## config.mk

```make
export PLATFORM = sky130hd
export DESIGN_NAME = vc_test_sink_arbiter
export DESIGN_NICKNAME = d
export VERILOG_FILES = /design/src/rtl/vc_test_sink_arbiter.sv
export SDC_FILE = /design/constraint.sdc
export NUM_CORES = 1
export LEC_CHECK = 0
export ABC_AREA = 1
export CORE_UTILIZATION = 30
export CTS_BUF_LIST = sky130_fd_sc_hd__clkbuf_8
export DETAILED_ROUTE_END_ITERATION = 10
export GPL_ROUTABILITY_DRIVEN = 1
export PLACE_DENSITY = 0.62
export SYNTH_ARGS = -nofsm -noshare
export SYNTH_HDL_FRONTEND = slang
export SYNTH_SLANG_ARGS = --single-unit
```

## constraint.sdc

```tcl
create_clock -name clk -period 3 [get_ports clk]
set_clock_uncertainty 0.1 [all_clocks]
set_input_delay 0.6 -clock clk [delete_from_list [all_inputs] [get_ports clk]]
set_output_delay 0.6 -clock clk [all_outputs]
set_load 0.01 [all_outputs]
```

## src/rtl/vc_test_sink_arbiter.sv

```systemverilog
// vc_test_sink_arbiter
// Round-robin arbiter that shares one val/rdy test sink between p_num_reqs
// producers. It forwards {grant id, msg} and holds a grant while the sink
// applies back-pressure.
// Optional feature macro: VC_TEST_SINK_ARBITER_WATCHDOG_EN adds a sticky
// stall watchdog on out_val && !out_rdy. Without the macro, timeout is 0.
//
// state     | meaning
// ----------+-------------------------------------------------------------
// ST_IDLE   | free arbitration, round-robin from ptr_q; zero-latency grant
// ST_LOCKED | the sink stalled a granted message; selection fixed to gnt_q

module vc_test_sink_arbiter #(
  parameter int p_num_reqs = 4,
  parameter int p_msg_sz   = 8,
  parameter int p_timeout  = 256,
  localparam int c_id_sz   = $clog2(p_num_reqs)
) (
  input  logic                             clk,
  input  logic                             reset,
  input  logic [p_num_reqs-1:0]            in_val,
  output logic [p_num_reqs-1:0]            in_rdy,
  input  logic [p_num_reqs*p_msg_sz-1:0]   in_msg,
  output logic                             out_val,
  input  logic                             out_rdy,
  output logic [c_id_sz+p_msg_sz-1:0]      out_msg,
  output logic [31:0]                      xfer_count,
  output logic                             timeout
);

  typedef enum logic {
    ST_IDLE   = 1'b0,
    ST_LOCKED = 1'b1
  } state_t;

  state_t               state_q, state_d;
  logic [c_id_sz-1:0]   ptr_q, ptr_d;
  logic [c_id_sz-1:0]   gnt_q, gnt_d;
  logic [31:0]          xfer_count_q, xfer_count_d;

  logic [c_id_sz-1:0]   rr_gnt;
  logic                 rr_found;
  int                   scan_idx;
  logic [c_id_sz-1:0]   sel;
  logic [c_id_sz-1:0]   ptr_inc;
  logic                 out_val_c;
  logic                 xfer;

  // Round-robin scan: first valid requester starting at ptr_q, with wrap
  always_comb begin
    rr_gnt   = ptr_q;
    rr_found = 1'b0;
    scan_idx = 0;
    for (int i = 0; i < p_num_reqs; i++) begin
      scan_idx = int'(ptr_q) + i;
      if (scan_idx >= p_num_reqs) scan_idx = scan_idx - p_num_reqs;
      if (!rr_found && in_val[scan_idx]) begin
        rr_gnt   = c_id_sz'(scan_idx);
        rr_found = 1'b1;
      end
    end
  end

  // Output selection, handshake, and next-state logic
  always_comb begin
    sel       = (state_q == ST_LOCKED) ? gnt_q : rr_gnt;
    out_val_c = 1'b0;
    if (!reset) begin
      out_val_c = (state_q == ST_LOCKED) ? in_val[gnt_q] : (|in_val);
    end
    xfer    = out_val_c && out_rdy;
    ptr_inc = (sel == c_id_sz'(p_num_reqs - 1)) ? '0 : sel + 1'b1;

    in_rdy = '0;
    if (out_val_c) in_rdy[sel] = out_rdy;
    out_msg = {sel, in_msg[int'(sel)*p_msg_sz +: p_msg_sz]};

    state_d      = state_q;
    ptr_d        = ptr_q;
    gnt_d        = gnt_q;
    xfer_count_d = xfer_count_q;

    if (xfer) begin
      ptr_d        = ptr_inc;
      xfer_count_d = xfer_count_q + 32'd1;
    end

    case (state_q)
      ST_IDLE: begin
        if (out_val_c && !out_rdy) begin
          state_d = ST_LOCKED;
          gnt_d   = rr_gnt;
        end
      end
      ST_LOCKED: begin
        // Either the held message went out, or its producer dropped valid
        if (xfer || !in_val[gnt_q]) state_d = ST_IDLE;
      end
      default: state_d = ST_IDLE;
    endcase
  end

  // State, pointer, grant, and transfer counter registers
  always_ff @(posedge clk) begin
    if (reset) begin
      state_q      <= ST_IDLE;
      ptr_q        <= '0;
      gnt_q        <= '0;
      xfer_count_q <= '0;
    end else begin
      state_q      <= state_d;
      ptr_q        <= ptr_d;
      gnt_q        <= gnt_d;
      xfer_count_q <= xfer_count_d;
    end
  end

  assign out_val    = out_val_c;
  assign xfer_count = xfer_count_q;

`ifdef VC_TEST_SINK_ARBITER_WATCHDOG_EN
  logic [31:0] stall_cnt_q, stall_cnt_d;
  logic        timeout_q, timeout_d;

  // Stall counter runs while the sink refuses a valid message; flag is sticky
  always_comb begin
    stall_cnt_d = '0;
    timeout_d   = timeout_q;
    if (out_val_c && !out_rdy) begin
      stall_cnt_d = stall_cnt_q + 32'd1;
      if (stall_cnt_d >= 32'(p_timeout)) timeout_d = 1'b1;
    end
  end

  // Watchdog registers; the stalled grant id is reported once when the flag rises
  always_ff @(posedge clk) begin
    if (reset) begin
      stall_cnt_q <= '0;
      timeout_q   <= 1'b0;
    end else begin
      stall_cnt_q <= stall_cnt_d;
      timeout_q   <= timeout_d;
`ifndef SYNTHESIS
      if (timeout_d && !timeout_q) begin
        $display("vc_test_sink_arbiter: watchdog timeout, stalled grant id %0d", sel);
      end
`endif
    end
  end

  assign timeout = timeout_q;
`else
  logic unused_p_timeout;
  assign unused_p_timeout = (p_timeout != 0);
  assign timeout          = 1'b0;
`endif

endmodule
```

## Word level (Yosys, flattened, before mapping)

Cells that the tools add are included.

- Flip-flop bits (word level): 37
- Input port bits: 39
- Output and inout bits: 48
- Word-level logic and storage cells: 77

- $add $sub $neg: 9
- Order comparisons: 11
- Equality and inequality tests: 1
- Shift-type cells: 1
- Multiplexer cells: 35
- Bitwise gates (word level): 2
- Reduce and logical (&&, ||, !) cells: 14

Operators by type and width:

| kind | number |
|---|---|
| 32-bit by 4-bit less-than comparator with 1-bit output, second input constant | 4 |
| 32-bit two-way mux | 4 |
| 32-bit by 1-bit adder with 32-bit output, second input constant | 1 |
| 32-bit by 6-bit indexed part select with 8-bit output | 1 |
| 1-bit two-way mux | 17 |
| 2-bit two-way mux | 6 |
| 3-bit by 3-bit subtractor with 4-bit output, second input constant | 3 |
| 1-bit binary-select mux with 2-bit select | 5 |
| 3-bit greater-or-equal comparator, second input constant | 3 |
| 2-bit by 2-bit adder with 3-bit output, second input constant | 2 |
| 1-bit logical AND | 6 |
| 2-bit by 3-bit less-than comparator with 1-bit output, second input constant | 2 |
| 1-bit zero test | 5 |
| 4-bit AND | 1 |
| 4-bit two-way mux | 1 |
| 4-bit OR reduction | 1 |
| 2-bit by 3-bit subtractor with 4-bit output, second input constant | 1 |
| 2-bit by 1-bit adder with 3-bit output, second input constant | 1 |
| 2-bit by 3-bit greater-or-equal comparator with 1-bit output, second input constant | 1 |
| 2-bit by 1-bit adder with 2-bit output, second input constant | 1 |
| 1-bit demux with 2-bit select | 1 |
| 2-bit == test, second input constant | 1 |
| 2-bit by 1-bit greater-or-equal comparator with 1-bit output, second input constant | 1 |
| 1-bit case mux with 2 select lines | 1 |
| 3 further kinds | 3 |

## Depth between registers and ports, before layout

- Depth after elaboration: 22
- Mapped depth: 17
- Depth with buffers taken out: 16

## Worst setup path before layout

Ideal clock, no wire load.

- Kind: input -> output
- From: input port in_val[3]
- To: output port in_rdy[3]
- Arrival time: 1,870 ps
- Data required time: 2,300 ps
- Setup slack: 430 ps
- Cell stages on the path: 13
- Path buffers: 1
- Cell sequence: nand2_1 -> nand3_1 -> nand2_4 -> nand2_4 -> inv_2 -> nand2_2 -> nand2_2 -> nand3_4 -> buf_8 -> nand2_1 -> ha_1 -> inv_1 -> nor2_1

- Cells in the longest elaborated chain, start to end: 20
- Elaborated cells between the ends (all ways): 38
- Classes of those cells: order compare (2); mux (27); bitwise (1); reduce/logical (8)

RTL lines:

| element | line | source |
|---|---|---|
| start, declared | 21 | `input logic [p_num_reqs-1:0] in_val,` |
| 1-bit binary-select mux with 2-bit select | 57 | `if (!rr_found && in_val[scan_idx]) begin` |
| 1-bit two-way mux (not written as such) (2 in series) | 57 |  |
| 1-bit two-way mux | 57 |  |
| 1-bit zero test | 57 |  |
| 1-bit logical AND | 57 |  |
| 1-bit two-way mux | 57 |  |
| 1-bit zero test | 57 |  |
| 1-bit logical AND | 57 |  |
| [... 3 more ...] | -- |  |
| 2-bit two-way mux | 57 |  |
| 2-bit two-way mux | 66 | `sel = (state_q == ST_LOCKED) ? gnt_q : rr_gnt;` |
| 2-bit by 3-bit less-than comparator with 1-bit output (not written as such) / 2-bit by 1-bit greater-or-equal comparator with 1-bit output (equally long branches) | 75 | `if (out_val_c) in_rdy[sel] = out_rdy;` |
| 1-bit logical AND (not written as such) | 75 |  |
| 1-bit two-way mux (not written as such) | 75 |  |
| 1-bit demux with 2-bit select | 75 |  |
| 4-bit AND (no source line) | -- |  |
| 4-bit two-way mux * | 75 |  |
| end, declared | 22 | `output logic [p_num_reqs-1:0] in_rdy,` |

Every way passes the cells marked *; elsewhere a longest branch is shown, timed or not. The select of a mux whose other input is x is not followed.

## Worst setup path after layout

- From: register ptr_q[0]
- To: output port out_msg[8]

- Cells in the longest elaborated chain, start to end: 16
- Elaborated cells between the ends (all ways): 41
- Classes of those cells: add/sub (7); order compare (4); mux (24); reduce/logical (6)

RTL lines:

| element | line | source |
|---|---|---|
| start, declared | 37 | `logic [c_id_sz-1:0] ptr_q, ptr_d;` |
| start signal, assigned | 112 | `ptr_q <= ptr_d;` |
| parallel branches: the longest is 14 deep, another holds 3-bit by 3-bit subtractor with 4-bit output | -- |  |
| 2-bit two-way mux * | 57 |  |
| 2-bit two-way mux * | 66 |  |
| end, declared | 26 | `output logic [c_id_sz+p_msg_sz-1:0] out_msg,` |

Every way passes the cells marked *. The select of a mux whose other input is x is not followed.

==> impl_metrics.env <==
export IMPL_synth_edf_count=0
export IMPL_place_hpwl_mm=7.110
export IMPL_swShare_pct=36.61
export IMPL_clkTransAtPathRegs_ns=0.07
export IMPL_htreeDepth=2
export IMPL_core_area_sq_um=9819
export IMPL_ys_types=34
export IMPL_yosys_warnings=0
export IMPL_yosys_area_share_simple_pct=52.26
export IMPL_dieArea_sq_um=10570
export IMPL_leakagePower_nw=1.789
export IMPL_grt_max_degree=33
export IMPL_cts_tree="built"
export IMPL_yosys_area_top_type="dfxtp_1"
export IMPL_die_width_microns=102.8
export IMPL_cts_buffer_depth=2
export IMPL_maxSlewViolCount=0
export IMPL_hold_viol=0
export IMPL_grt_pass1_wl_mm=14.98
export IMPL_hold_class="flip-flop to flip-flop"
export IMPL_nets=644
export IMPL_period_share_pct=93.96
export IMPL_comb_power_share_pct=44.4
export IMPL_grt_pass1_vias=3252
export IMPL_syn_inst=496
export IMPL_yosysMostFrequentCell="nand2_1"
export IMPL_synth_seq_area_share_pct=24.30
export IMPL_syn_area_per_cell_sq_um=6.145
export IMPL_synth_common_cells="nand2_1, nor2_1, dfxtp_1"
export IMPL_powerDensity_nw_per_um2=359.6
export IMPL_wire_per_inst_microns=12.94
export IMPL_ir_drop_mv=0.1863
export IMPL_area_growth_pct=41.01
export IMPL_firstDrtPassIters=5
export IMPL_clkLatencyLatePin_ns=0.29
export IMPL_synth_area_mux_share_pct=0
export IMPL_final_layout_size_suffix_gt1_share_pct=19.57
export IMPL_cts_root_buf="clkbuf_8"
export IMPL_fmax_mhz=354.8
export IMPL_fin_crit_ns=2.819
export IMPL_clock_sinks=37
export IMPL_via_per_inst=4.772
export IMPL_place_gp_congestion=0.8983
export IMPL_crit_arrival_ns=2.12
export IMPL_maxCapViolations=0
export IMPL_ant_nets=0
export IMPL_routed_wl_mm=9.524
export IMPL_synthAdderAreaFrac_pct=0.8210
export IMPL_setup_tns_ns=0
export IMPL_synth_nets=537
export IMPL_fin_ws_ns=0.1813
export IMPL_synth_top_area_share_pct=24.30
export IMPL_status="finished, final reports clean"
export IMPL_synth_compound_area_share_pct=8.251
export IMPL_start_kind="flip-flop"
export IMPL_worstSetupPathType="flip-flop to primary output"
export IMPL_total_power_w=0.001546
export IMPL_setup_violations_final=0
export IMPL_grt_ovfl_total=0
export IMPL_internal_power_w=0.0009797
export IMPL_cp_max_fo=6
export IMPL_drc_errors=0
export IMPL_critPathRequiredTime_ns=2.30
export IMPL_track_usage_pct=17.88
export IMPL_cp_end_kind="primary output"
export IMPL_p_clk_share_pct=22.7
export IMPL_synth_async_sr_flop_share_pct=0
export IMPL_vias=3512
export IMPL_synthFlopType="dfxtp_1"
export IMPL_ys_seq_elements=37
export IMPL_synthesis_area_sq_um=3048
export IMPL_yosys_top_cells_area="dfxtp_1, nand2_1, nand3_2"
export IMPL_n_antenna_cell=0
export IMPL_row_count=36
export IMPL_synth_top_family_by_area="simple AND/OR/NAND/NOR gates"
export IMPL_dp_slack_ns=-0.5926
export IMPL_drt_iter0_drc=172
export IMPL_synth_xor_area_share_pct=5.747
export IMPL_io_buffers=85
export IMPL_cts_buffers=5
export IMPL_p_seq_share_pct=32.9
export IMPL_die_h_microns=102.8
export IMPL_io_pins=87
export IMPL_antenna_found_initial=0
export IMPL_initial_core_util_pct=31.04
export IMPL_p_sw_w=0.0005658
-- layout make-up --
type                       count  area (sq um)
multi-input combinational    408          2126
clock inverter                 1         3.754
tap                          133         166.4
clock buffer                   6         82.58
fill                        1061          5522
sequential                    37         745.7
inverter                      33         128.9
timing repair buffer         118          1045
-- registers in the layout (all words and copies together), names as in the netlist --
register    cells
gnt_q           2
state_q         1
xfer_count     32
ptr_q           2
-- stage by stage --
step	util, %	cell area, sq um	instances	hold WS (ns)
2_1_floorplan	-	3048	496	0.4001
3_3_place_gp	42.21	4145	722	0.3746
3_5_place_dp	42.21	4145	722	0.3857
4_1_cts	44.04	4324	736	0.3962
5_1_grt	43.77	4298	736	0.4072
6_report	43.77	4298	736	0.3902
-- worst max-delay path, cell delays in order, from the launching register on --
cell             delay, ns
dfxtp_4               0.36
buf_4                 0.16
nand2_2               0.08
nand3_2               0.11
nand2_4               0.12
nand2_2               0.08
nand2_1               0.06
nand2_1               0.08
nand2_4               0.08
nand3_4               0.12
buf_6                 0.17
nand2_4               0.06
buf_4                 0.12
clkdlybuf4s15_1       0.23
-- power groups by stage --
stage          Sequential, W  Clock, W  Combinational, W
2_1_floorplan       0.000517         0          0.000395
3_5_place_dp        0.000519         0          0.000656
4_1_cts             0.000508  0.000362          0.000684
5_1_grt             0.000510  0.000377          0.000748
3_3_place_gp        0.000519         0          0.000649
6_report            0.000509  0.000351          0.000686
-- path summary, 6_finish.rpt --
path / slack (ns) / from / end / cells after the start
max: 0.18 / ptr_q[0]$_SDFFE_PP0P_ / out_msg[8] / 13
min: 0.39 / xfer_count[30]$_SDFFE_PP0P_ / xfer_count[30]$_SDFFE_PP0P_ / 2
max reg2reg: 0.79 / state_q$_SDFF_PP0_ / xfer_count[8]$_SDFFE_PP0P_ / 11
min reg2reg: 0.39 / xfer_count[30]$_SDFFE_PP0P_ / xfer_count[30]$_SDFFE_PP0P_ / 2
-- kinds of logic (layout without fill, tap and decap cells) --
family / Yosys count / count (layout)
AOI/OAI and AO/OA: 48 / 48
DFF: 37 / 37
xor gates and xnor gates: 20 / 20
adders and majority gates: 2 / 2
buffers and inverters: 52 / 158
other: 1 / 1
and+or+nand+nor: 336 / 337
-- what timing repair did --
item,4_1_cts,5_1_grt
pin swaps,5,5
hold buffers,0,0
buffers inserted,6,0
setup endpoints to repair,15,15
gates resized for setup,43,36
cloned,1,0
-- metal layers --
metal	global-route usage [%]	wire length, microns	part of all wire [%]	vias to the layer above
met5	0	0	0	-
met3	2.576	569	6.0	7
met2	33.90	4637	49	93
met4	3.575	74	0.78	0
li1	-	-	-	1822
met1	21.28	4242	45	1590
-- cells in the final DEF (no fill, tap or decap), types with 3 or more instances in the layout --
cell type        synthesis  layout
nor3_1                  15      15
nand2_4                  3       9
nor4_1                   4       4
inv_1                   29      29
nand4_1                  9       9
nand2_1                190     184
nand3_1                 32      29
buf_4                    3      28
clkbuf_8                 0       6
clkdlybuf4s50_1          0      67
nand2_2                 19      19
clkbuf_2                 0      14
a21oi_1                 32      32
dfxtp_1                 37      35
buf_6                    2       4
inv_2                    4       3
xor2_1                  13      13
xnor2_1                  7       7
nand3_4                  2       3
o21ai_0                 11      11
nand3_2                 17      20
nor2_1                  38      38
(Power assumes the default switching activity.)
